===== src/rtl/weights_loader_pkg.sv =====
// weights_loader_pkg: shared state encoding and memory geometry for the weights loader
package weights_loader_pkg;
  typedef enum logic [1:0] {IDLE, LOAD, READY} state_t;
  localparam int WEIGHT_DEPTH = 256;
  localparam int WEIGHT_AW = 8;
endpackage


===== src/rtl/weights_ram.sv =====
// weights_ram: simple dual-port weight store with registered, read-first output
module weights_ram
  import weights_loader_pkg::*;
#(
  parameter int N = 8
) (
  input  logic                 clk,
  input  logic                 rst_n,
  input  logic                 we,
  input  logic [WEIGHT_AW-1:0] wa,
  input  logic [N-1:0]         wd,
  input  logic [WEIGHT_AW-1:0] ra,
  output logic [N-1:0]         rd
);
  logic [N-1:0] mem [WEIGHT_DEPTH];
  // storage has no reset so it maps onto block RAM; only the output register clears
  always_ff @(posedge clk)
    if (we) mem[wa] <= wd;
  always_ff @(posedge clk)
    rd <= !rst_n ? '0 : mem[ra];
endmodule


===== src/rtl/weights_loader.sv =====
// weights_loader: streams a block of signed weight words into RAM and tracks a running XOR checksum
module weights_loader
  import weights_loader_pkg::*;
#(
  parameter int N = 8,
  parameter int Q = 7
) (
  input  logic         clk,
  input  logic         rst_n,
  input  logic         start,
  input  logic [7:0]   load_len,
  input  logic         in_valid,
  input  logic [N-1:0] in_data,
  output logic         in_ready,
  input  logic [7:0]   rd_addr,
  output logic [N-1:0] rd_data,
  output logic         loaded,
  output logic         done,
  output logic [N-1:0] checksum
);
  if (Q >= N) begin : g_bad_q
    $error("Q must be smaller than N");
  end
  state_t state, state_nx;
  logic [WEIGHT_AW-1:0] wr_ptr, len;
  logic go, xfer, last;
  assign in_ready = state == LOAD;
  assign go = start && state != LOAD;
  assign xfer = in_valid && in_ready;
  assign last = wr_ptr == len;
  always_comb begin
    state_nx = go ? LOAD : (xfer && last) ? READY : state;
  end
  always_ff @(posedge clk)
    state <= !rst_n ? IDLE : state_nx;
  // pointer saturates at len so a 256-word load never wraps back to 0
  always_ff @(posedge clk) begin
    if (!rst_n) begin
      wr_ptr <= '0;
      len <= '0;
      checksum <= '0;
      loaded <= 1'b0;
      done <= 1'b0;
    end else begin
      done <= xfer && last;
      if (go) begin
        len <= load_len;
        wr_ptr <= '0;
        checksum <= '0;
        loaded <= 1'b0;
      end else if (xfer) begin
        checksum <= checksum ^ in_data;
        if (!last) wr_ptr <= wr_ptr + 1'b1;
        if (last) loaded <= 1'b1;
      end
    end
  end
  weights_ram #(.N(N)) u_ram (
    .clk(clk),
    .rst_n(rst_n),
    .we(xfer),
    .wa(wr_ptr),
    .wd(in_data),
    .ra(rd_addr),
    .rd(rd_data)
  );
endmodule

===== config.mk =====
export PLATFORM = sky130hd
export DESIGN_NAME = weights_loader
export DESIGN_NICKNAME = d
export VERILOG_FILES = /design/src/rtl/weights_loader_pkg.sv /design/src/rtl/weights_ram.sv /design/src/rtl/weights_loader.sv
export SDC_FILE = /design/constraint.sdc
export NUM_CORES = 2
export LEC_CHECK = 0
export ABC_AREA = 0
export CORE_MARGIN = 10
export CORE_UTILIZATION = 38
export DETAILED_ROUTE_END_ITERATION = 12
export GPL_TIMING_DRIVEN = 0
export PLACE_DENSITY_LB_ADDON = 0.05
export SYNTH_ARGS = -nofsm -noshare
export SYNTH_HDL_FRONTEND = slang
export SYNTH_SLANG_ARGS = --single-unit

===== constraint.sdc =====
create_clock -name clk -period 8.7 [get_ports clk]
set_clock_uncertainty 0.15 [all_clocks]
set_input_delay 2.175 -clock clk [delete_from_list [all_inputs] [get_ports clk]]
set_output_delay 2.175 -clock clk [all_outputs]
set_load 0.01 [all_outputs]

==> out/metrics.cfg <==
[outcome]
status = finished with violations
violations = capacitance limit, slew limit

[worst_setup_path]
r2r-start = state[0]
cpMaxStageDelayCell = clkbuf_1
required_ps = 9260
max_stage_delay_ps = 1180
rrSetupSlack_ps = 3490
critPathKind = in -> reg
crit_chain = clkdlybuf4s50_1, buf_2, nor2b_1, clkbuf_1, buf_2, a221oi_1, a32oi_1, nand4b_1, o22ai_1
rr_worst_depth = 7
r2r_end = u_ram.mem[80][0]
cp_max_fo = 10
setup.worst_path.end_class = register
cp_common_cell = buf_2
cp.arrival_ps = 8010
start_kind = input pin

[sta]
max_freq_mhz = 134
setup_tns_ps = 0
hold_viol = 0
rsz0062_at_grt = false
slew_viol_final = 64
setup_ws_ps = 1250
post-route-period-util_pct = 85.6
setup_viol = 0
worstMarginPinSlew_ps = 1560
period_minus_slack_ps = 7450
slew_headroom_pct = -4.14

[yosys]
ys_types = 71
async_reset_ff_share_pct = 0
synthCells = 3969
synth_fp_nets = 4001
synth_flop_cell = edfxtp_1
synth_top_cell_area_share_pct = 75.1
synth_seq_area_share_pct = 75.9
yosysWarnings = 0
synth_largest_area_cell = edfxtp_1
synth_edf_count = 2048
avgSynthCellArea_um2 = 20.6
ys_ff_latch = 2083
synth.area.top_cells = edfxtp_1, mux4_2, mux2i_1, mux4_1, nor2_1
syn-cell-area_um2 = 81900

[power]
p_sw_share_pct = 22.9
p_comb_share_pct = 6.0
vdd_drop_max_uv = 236
p_switching_mw = 4.91
internal_power_mw = 16.5
p_leak_nw = 29.3
seqPwrFrac_pct = 51.5
power_density_nw_per_um2 = 230
power_frac_clock_pct = 42.5

[route]
dr.pass1.iters = 6
drtIter0Drc = 5765
top_layer_used = met5
drt-met1-wl_um = 129000
antenna_left = 0
drt-vias-per-instance = 5.95
wl_met3_um = 22300
drc = 0
wire_per_inst_um = 41.8
totalWireLength_um = 304000
route.met2.wl_um = 139000
via_count = 43338

[clock_tree]
h-tree-depth = 4
cts_setup_buffers = 0
clk_pin_slew_ps = 60
clk_latency_ps = 870
post_cts_resized = 0
cts_tree = yes
cts_buffer_depth = 3
root_buffer = clkbuf_16
numCtsBuffers = 222
cts_hold_buffers = 0
cts_sinks = 2083

[floorplan]
initial_utilization_pct = 38.2
io_pins = 47
fp-row-count = 170
die_x_um = 484
die_y_um = 484
fp.dieArea_um2 = 235000
core_um2 = 215000

[global_routing]
antenna_found_initial = 21
grt_pass1_vias = 42545
grt_max_degree = 151
grt_usage_pct = 25.4
grt_overflow_total = 0
grt_pass1_wl_um = 402000

[placement]
hpwlAfterDp_um = 204000
routabilityCongestion = 0.919
dpl.cell_count = 6875
place_ws_ps = 556
place.port_buffers = 44

[worst_hold_path]
hold_end = state[0]
min_from = state[0]
hold_class = reg -> reg
hold_path_depth = 2

[cells_and_area]
layout.nets = 4294
final_common_cell = edfxtp_1
final_core_util_pct = 43.5
final_cells = 7281
final-seq-area_um2 = 62200
final_cell_mix = edfxtp_1, mux4_2, nor2_1
multi_input_area_um2 = 17900
fillers = 18591
layout-drive-gt1-share_pct = 19.4
synthToLayoutAreaGrowth_pct = 14.0

[job]
maxCapViolCount = 6

[final cells by class]
type | count | share of cell area, %
Tap cell | 2838 | 3.80
Buffer | 250 | 2.04
Antenna cell | 9 | 0.0241
Inverter | 7 | 0.0281
Multi-Input combinational cell | 1629 | 19.1
Timing Repair Buffer | 69 | 1.11
Clock buffer | 307 | 6.44
Clock inverter | 89 | 0.856
Sequential cell | 2083 | 66.6
[power groups by stage]
stage	registers (mW)	logic, mW	clock network (mW)
after CTS	11.0	1.28	9.23
after detailed placement	11.2	1.28	0
final	11.0	1.29	9.12
after floorplan	11.2	0.541	0
after global routing	11.0	1.31	9.64
after global placement	11.4	1.25	0
[flip-flops by register name, indices dropped and copies added (netlist names)]
signal	flops
len	8
wr_ptr	8
u_ram.mem	2048
state	2
done	1
u_ram.rd	8
checksum	8
[how the worst max path moves through the flow]
stage,startpoint,cells after the start,endpoint
floorplan,rd_addr[0],9,u_ram.rd[5]
global placement,in_data[4],1,u_ram.mem[42][4]
detailed placement,rd_addr[2],9,u_ram.rd[7]
CTS,rd_addr[2],9,u_ram.rd[7]
global route,rd_addr[2],10,u_ram.rd[1]
finish,rd_addr[2],9,u_ram.rd[7]
[stage by stage]
stage	area, um^2	hold slack, ps	total power, mW
final	93400	330	21.4
after CTS	93400	328	21.5
after detailed placement	86600	318	12.5
after global routing	93400	365	22.0
after floorplan	81900	302	11.8
after global placement	85900	312	12.6
[synthesized netlist by cell type, drive strengths merged, types with 5 or more instances]
cell type / count
dfxtp: 35
a22oi: 51
a31oi: 6
mux4: 422
xnor2: 14
inv: 7
nand4: 13
o21ai: 70
mux2: 14
mux2i: 255
nor2: 294
buf: 136
edfxtp: 2048
a21oi: 43
clkbuf: 114
nand2: 62
a221oi: 6
a311oi: 5
o221ai: 98
and2: 14
nor4: 8
nand3: 60
a211oi: 6
and3: 9
nor3: 27
nor2b: 19
o22ai: 57
xor2: 8
[critical path: cells and delay by family]
| kind | cells | cell delay (ps) |
|---|---|---|
| AO/OA/AOI/OAI | 3 | 1640 |
| buffers and inverters | 4 | 3150 |
| AND/OR/NAND/NOR | 2 | 970 |
[kinds of logic after synthesis]
| kind of cell | count (synthesis) | share of synthesized area [%] |
|---|---|---|
| AO/OA/AOI/OAI | 375 | 3.23 |
| XOR/XNOR | 22 | 0.235 |
| adder cells (fa/ha/maj) | 4 | 0.0611 |
| buffers and inverters | 257 | 2.32 |
| flip-flops | 2083 | 75.9 |
| multiplexers | 691 | 15.3 |
| AND/OR/NAND/NOR | 537 | 2.95 |
[layer usage]
metal / global-route usage, % / vias to the layer above
met5: 0.184 / -
met1: 35.4 / 23642
met4: 10.1 / 18
li1: - / 17182
met3: 4.94 / 495
met2: 39.2 / 2001
Note: power is estimated with default switching activity, not from simulation.
